==> config.mk <==
export PLATFORM = sky130hd
export DESIGN_NAME = ahb2apb_bridge
export DESIGN_NICKNAME = d
export VERILOG_FILES = /design/src/rtl/bridge_pkg.sv /design/src/rtl/ahb_apb_decoder.sv /design/src/rtl/ahb2apb_bridge.sv
export SDC_FILE = /design/constraint.sdc
export NUM_CORES = 1
export LEC_CHECK = 0
export ABC_CLOCK_PERIOD_IN_PS = 1800
export CAP_MARGIN = 20
export CORE_ASPECT_RATIO = 0.5
export CORE_MARGIN = 4
export CORE_UTILIZATION = 41
export DETAILED_ROUTE_END_ITERATION = 8
export PLACE_DENSITY = 0.82
export SYNTH_ARGS = -nofsm -noshare
export SYNTH_HDL_FRONTEND = slang
export SYNTH_SLANG_ARGS = --single-unit
==> constraint.sdc <==
create_clock -name clock -period 1.8 [get_ports clock]
set_input_delay 0.36 -clock clock [delete_from_list [all_inputs] [get_ports clock]]
set_output_delay 0.36 -clock clock [all_outputs]
set_load 0.01 [all_outputs]
==> src/rtl/bridge_pkg.sv <==
// Shared types and AHB constants for the AHB-Lite to APB bridge.
package bridge_pkg;

  typedef enum logic [2:0] {
    ST_IDLE,
    ST_WWAIT,
    ST_SETUP,
    ST_ACCESS,
    ST_ERR1,
    ST_ERR2
  } bridge_state_e;

  localparam logic [1:0] HTRANS_IDLE   = 2'b00;
  localparam logic [1:0] HTRANS_BUSY   = 2'b01;
  localparam logic [1:0] HTRANS_NONSEQ = 2'b10;
  localparam logic [1:0] HTRANS_SEQ    = 2'b11;

  localparam logic [1:0] HRESP_OKAY  = 2'b00;
  localparam logic [1:0] HRESP_ERROR = 2'b01;

  // Largest legal Hsize (log2 of bytes per beat) for a 32- or 64-bit bus.
  function automatic logic [2:0] max_hsize(input int unsigned width);
    return (width == 64) ? 3'd3 : 3'd2;
  endfunction

endpackage

==> src/rtl/ahb_apb_decoder.sv <==
// Address decoder: maps an AHB address onto a one-hot APB slave select,
// flagging addresses outside the bridge's window.
module ahb_apb_decoder
  import bridge_pkg::*;
#(
  parameter int unsigned           WIDTH       = 32,
  parameter int unsigned           SLAVES      = 4,
  parameter int unsigned           REGION_BITS = 12,
  parameter logic [WIDTH-1:0]      BASE_ADDR   = WIDTH'(32'h8000_0000)
) (
  input  logic [WIDTH-1:0]  Haddr,
  output logic [SLAVES-1:0] sel,
  output logic              miss
);

  localparam int unsigned SB = $clog2(SLAVES);
  localparam int unsigned HI = REGION_BITS + SB;

  logic [SB-1:0] idx;
  logic          unused_lo;

  assign idx       = Haddr[REGION_BITS +: SB];
  assign miss      = (Haddr[WIDTH-1:HI] != BASE_ADDR[WIDTH-1:HI]);
  assign sel       = miss ? '0 : (SLAVES'(1) << idx);
  assign unused_lo = ^Haddr[REGION_BITS-1:0];

endmodule

==> src/rtl/ahb2apb_bridge.sv <==
// AHB-Lite slave to APB master bridge; every output is registered.
// Define BRIDGE_APB3_EN to add the Pready/Pslverr handshake.
module ahb2apb_bridge
  import bridge_pkg::*;
#(
  parameter int unsigned      WIDTH       = 32,
  parameter int unsigned      SLAVES      = 4,
  parameter int unsigned      REGION_BITS = 12,
  parameter logic [WIDTH-1:0] BASE_ADDR   = WIDTH'(32'h8000_0000)
) (
  input  logic              clock,
  input  logic              Hresetn,
  input  logic [1:0]        Htrans,
  input  logic [2:0]        Hsize,
  input  logic [2:0]        Hburst,
  input  logic              Hwrite,
  input  logic [WIDTH-1:0]  Haddr,
  input  logic              Hreadyin,
  input  logic [WIDTH-1:0]  Hwdata,
  output logic [WIDTH-1:0]  Hrdata,
  output logic [1:0]        Hresp,
  output logic              Hreadyout,
  output logic [SLAVES-1:0] Pselx,
  output logic              Penable,
  output logic              Pwrite,
  output logic [WIDTH-1:0]  Paddr,
  output logic [WIDTH-1:0]  Pwdata,
  input  logic [WIDTH-1:0]  Prdata
`ifdef BRIDGE_APB3_EN
  ,
  input  logic              Pready,
  input  logic              Pslverr
`endif
);

  bridge_state_e     state_q, state_d;
  logic [WIDTH-1:0]  haddr_q, haddr_d;
  logic              hwrite_q, hwrite_d;
  logic [SLAVES-1:0] sel_q, sel_d;
  logic [WIDTH-1:0]  hrdata_q, hrdata_d;
  logic [1:0]        hresp_q, hresp_d;
  logic              hreadyout_q, hreadyout_d;
  logic [SLAVES-1:0] pselx_q, pselx_d;
  logic              penable_q, penable_d;
  logic              pwrite_q, pwrite_d;
  logic [WIDTH-1:0]  paddr_q, paddr_d;
  logic [WIDTH-1:0]  pwdata_q, pwdata_d;

  logic [SLAVES-1:0] dec_sel;
  logic              dec_miss;
  logic              accept, bad_xfer;
  logic              pready, pslverr;
  logic              unused_ahb;

`ifdef BRIDGE_APB3_EN
  assign pready  = Pready;
  assign pslverr = Pslverr;
`else
  assign pready  = 1'b1;
  assign pslverr = 1'b0;
`endif

  ahb_apb_decoder #(
    .WIDTH       (WIDTH),
    .SLAVES      (SLAVES),
    .REGION_BITS (REGION_BITS),
    .BASE_ADDR   (BASE_ADDR)
  ) u_decoder (
    .Haddr (Haddr),
    .sel   (dec_sel),
    .miss  (dec_miss)
  );

  // Htrans[1] alone separates NONSEQ/SEQ from IDLE/BUSY; burst type is irrelevant.
  assign accept     = ((state_q == ST_IDLE) || (state_q == ST_ERR2)) && Hreadyin && Htrans[1];
  assign bad_xfer   = dec_miss || (Hsize > max_hsize(WIDTH));
  assign unused_ahb = ^{Hburst, Htrans[0]};

  always_comb begin
    state_d     = state_q;
    haddr_d     = haddr_q;
    hwrite_d    = hwrite_q;
    sel_d       = sel_q;
    hrdata_d    = hrdata_q;
    hresp_d     = hresp_q;
    hreadyout_d = hreadyout_q;
    pselx_d     = pselx_q;
    penable_d   = penable_q;
    pwrite_d    = pwrite_q;
    paddr_d     = paddr_q;
    pwdata_d    = pwdata_q;

    unique case (state_q)
      ST_IDLE, ST_ERR2: begin
        if (accept) begin
          haddr_d     = Haddr;
          hwrite_d    = Hwrite;
          sel_d       = dec_sel;
          hreadyout_d = 1'b0;
          hresp_d     = HRESP_OKAY;
          if (bad_xfer) begin
            state_d = ST_ERR1;
            hresp_d = HRESP_ERROR;
          end else if (Hwrite) begin
            state_d = ST_WWAIT;
          end else begin
            // Reads skip WWAIT, so SETUP outputs are loaded straight from the bus.
            state_d  = ST_SETUP;
            pselx_d  = dec_sel;
            paddr_d  = Haddr;
            pwrite_d = 1'b0;
          end
        end else begin
          state_d     = ST_IDLE;
          hreadyout_d = 1'b1;
          hresp_d     = HRESP_OKAY;
        end
      end
      ST_WWAIT: begin
        state_d  = ST_SETUP;
        pwdata_d = Hwdata;
        pselx_d  = sel_q;
        paddr_d  = haddr_q;
        pwrite_d = hwrite_q;
      end
      ST_SETUP: begin
        state_d   = ST_ACCESS;
        penable_d = 1'b1;
      end
      ST_ACCESS: begin
        if (pready) begin
          pselx_d   = '0;
          penable_d = 1'b0;
          pwrite_d  = 1'b0;
          if (pslverr) begin
            state_d = ST_ERR1;
            hresp_d = HRESP_ERROR;
          end else begin
            state_d     = ST_IDLE;
            hreadyout_d = 1'b1;
            hresp_d     = HRESP_OKAY;
            if (!hwrite_q) hrdata_d = Prdata;
          end
        end
      end
      ST_ERR1: begin
        state_d     = ST_ERR2;
        hreadyout_d = 1'b1;
        hresp_d     = HRESP_ERROR;
      end
      default: state_d = ST_IDLE;
    endcase
  end

  always_ff @(posedge clock or negedge Hresetn) begin
    if (!Hresetn) begin
      state_q     <= ST_IDLE;
      haddr_q     <= '0;
      hwrite_q    <= 1'b0;
      sel_q       <= '0;
      hrdata_q    <= '0;
      hresp_q     <= HRESP_OKAY;
      hreadyout_q <= 1'b1;
      pselx_q     <= '0;
      penable_q   <= 1'b0;
      pwrite_q    <= 1'b0;
      paddr_q     <= '0;
      pwdata_q    <= '0;
    end else begin
      state_q     <= state_d;
      haddr_q     <= haddr_d;
      hwrite_q    <= hwrite_d;
      sel_q       <= sel_d;
      hrdata_q    <= hrdata_d;
      hresp_q     <= hresp_d;
      hreadyout_q <= hreadyout_d;
      pselx_q     <= pselx_d;
      penable_q   <= penable_d;
      pwrite_q    <= pwrite_d;
      paddr_q     <= paddr_d;
      pwdata_q    <= pwdata_d;
    end
  end

  assign Hrdata    = hrdata_q;
  assign Hresp     = hresp_q;
  assign Hreadyout = hreadyout_q;
  assign Pselx     = pselx_q;
  assign Penable   = penable_q;
  assign Pwrite    = pwrite_q;
  assign Paddr     = paddr_q;
  assign Pwdata    = pwdata_q;

endmodule

==> qor.yml <==
run_status: "complete, but fails checks"
violations: "setup timing"
synth.top_cells.by_count: "210 x nand2_1, 143 x dfrtp_1, 34 x o21ai_0"
synthDistinctLibCells: 46
gr-usage-all-layers_pct: 21.84
die_w_um: 179.8
drv_cap: 0
place.port_buffers: 207
required_ps: 2090
r2r-start: "state_q[2]$_DFF_PN0_"
syn_area_um2: 6048
synth_top_area_share_pct: 59.16
antenna_found_initial: 0
post-route-util_pct: 65.33
clockRootBuffer: "clkbuf_16"
grt_pass1_wl_um: 29550
start_kind: "register"
die_area_um2: 16880
crit_start: "state_q[2]$_DFF_PN0_"
pre_cts_slack_ps: -446.1
ys_ff_latch: 144
grt_pass1_vias: 5523
cellLeakagePower_uw: 0.004331
hpwl_um: 13190
fin_setup_tns_ps: -214.3
async_reset_ff_share_pct: 100.0
crit_buf_inv: 0
drtPass1Iterations: 5
netlist_instances: 600
synthMostInstantiatedCell: "nand2_1"
fmax_mhz: 539.5
peakVddDrop_mv: 0.8722
worst_path_largest_cell_delay_ps: 460
worst-path-stages: 4
yosys.area.top_type: "dfrtp_1"
fin_ws_ps: -53.54
drc: 0
initial_core_util_pct: 41.81
clk_latency_ps: 420
htreeDepth: 4
path_clk_slew_ps: 60
whs_ps: 276.8
drive_gt1_share_pct: 16.59
cts.path.max_buffers: 2
drt-total-wl_um: 19470
holdPathStages: 3
hp-class: "input port to register"
arrival_ps: 2140
layout_min_cycle_time_ps: 1854
worst_clock_skew_ps: 11.44
finalPower_uw: 15870
drt_iter0_markers: 365
ys.flop_type: "dfrtp_1"
rows: 31
fillCellCount: 1036
vias: 5522
wl_per_cell_um: 18.58
path_class: "register to register"
final-setup-viol-count: 5
synthToLayoutAreaGrowth_pct: 56.27
rsz0062_at_grt: "true"
layout.nets: 945
cts_num_sinks: 144
ios: 213
avgViaCountPerCell: 5.269
grt.overflow.total: 0
cts_tree: "built"
regToRegEndpoint: "Pselx[1]$_DFFE_PN0P_"
num_antenna_cells: 0
grt_max_degree: 45
drv_slew: 0
crit_family: "flip-flops"
path_max_fanout: 6
yosysSeqAreaShare_pct: 59.60
r2r_slack_ps: -50
syn_nets: 708
gp_congestion: 0.8804
synth_enable_flop_cells: 0
ant_nets: 0
die_h_um: 93.89
endpoint: "Pselx[1]$_DFFE_PN0P_"
final-hold-violation-count: 0
post-route-period-util_pct: 103.0
ys_warn_count: 0
core_area_um2: 14470
critical-path-slowest-cell: "dfrtp_2"
r2r_cells: 4
crit_chain: "xor2_2, or3_4, o31a_4, mux2_4"
avgSynthCellArea_um2: 10.08
numCtsBuffers: 17
synthTopCellsByArea: "dfrtp_1 59%, nand2_1 13%, mux2_2 6.0%, o21ai_0 2.8%, o31ai_1 2.0%"
powerDensity_nw_per_um2: 1680
worst_setup_path_end_kind: "register"
-- state kept, by name, summed over array words and instances (netlist names) --
signal     flops
Hrdata        32
Pselx          4
state_q        3
hwrite_q       1
haddr_q       32
sel_q          4
Hreadyout      1
Hresp          1
Pwrite         1
Penable        1
Pwdata        32
Paddr         32
-- layout by cell type, fill, tap and decap left out, types with 4 or more instances in the layout --
master	instances
a21oi_1	16
a31oi_1	14
buf_12	11
buf_4	37
clkbuf_16	19
clkdlybuf4s50_1	195
dfrtp_1	142
dlymetal6s2s_1	10
inv_1	16
inv_6	5
mux2_2	32
mux2_4	4
nand2_1	210
nor2_1	18
nor4_1	14
o21ai_0	33
o31ai_1	12
o31ai_2	4
-- power breakdown --
group | switching, uW | internal (uW)
clock network | 1460 | 2100
registers | 862 | 4730
logic | 3190 | 3520
total | 5520 | 10400
-- routing by layer --
metal | GRT usage, % | vias to the layer above | wire length [um]
met5 | 0 | - | 0
met4 | 7.668 | 0 | 585
met3 | 4.138 | 53 | 1428
met2 | 38.82 | 310 | 10050
met1 | 27.12 | 2675 | 7401
li1 | - | 2484 | -
-- final cells by class --
class / instances / area, um^2 / area share (%)
clock inverters: 13 / 148.9 / 1.575
multi-input cells: 398 / 2268 / 24.00
flip-flops and latches: 144 / 3606 / 38.15
clock buffers: 19 / 442.9 / 4.686
well taps: 198 / 247.7 / 2.621
inverters: 16 / 60.06 / 0.6354
repair buffers: 260 / 2678 / 28.33
-- cell families after synthesis --
logic type / share of synthesized area [%]
AOI/OAI and AO/OA: 9.268
and+or+nand+nor: 19.59
xor gates and xnor gates: 0.4345
muxes: 6.951
other: 0.06200
buffers and inverters: 4.096
DFF: 59.60
-- stage by stage --
step,cells,area [um^2]
2_1_floorplan,600,6057
4_1_cts,1040,9274
5_1_grt,1048,9452
3_5_place_dp,1007,8660
3_3_place_gp,1007,8660
6_report,1048,9452
-- worst min-delay path by stage --
| stage | slack [ps] | start | to |
|---|---|---|---|
| final | 280 | Haddr[21] | haddr_q[21]$_DFFE_PN0P_ |
| after global routing | 270 | Haddr[21] | haddr_q[21]$_DFFE_PN0P_ |
| after CTS | 460 | Hresetn | Pwdata[11]$_DFFE_PN0P_ |
| after detailed placement | 320 | Hresetn | Pwdata[11]$_DFFE_PN0P_ |
| after global placement | 320 | Hresetn | Pwdata[11]$_DFFE_PN0P_ |
| after floorplan | 60 | Hresetn | Hrdata[0]$_DFFE_PN0P_ |
-- what timing repair did --
item / in CTS / in global routing
setup buffers: 0 / 5
cloned: 0 / 3
pin swaps: 1 / 10
setup endpoints to repair: 16 / 36
hold buffers: 1 / 0
endpoints found under the hold margin: 39 / 0
gates resized for setup: 4 / 21
-- worst reg2reg max path, cell delays in order, from the launching register on --
cell     delay, ps
dfrtp_2        460
xor2_2         200
or3_4          360
o31a_4         400
mux2_4         310
No activity file was read; power rests on OpenSTA's default activity.
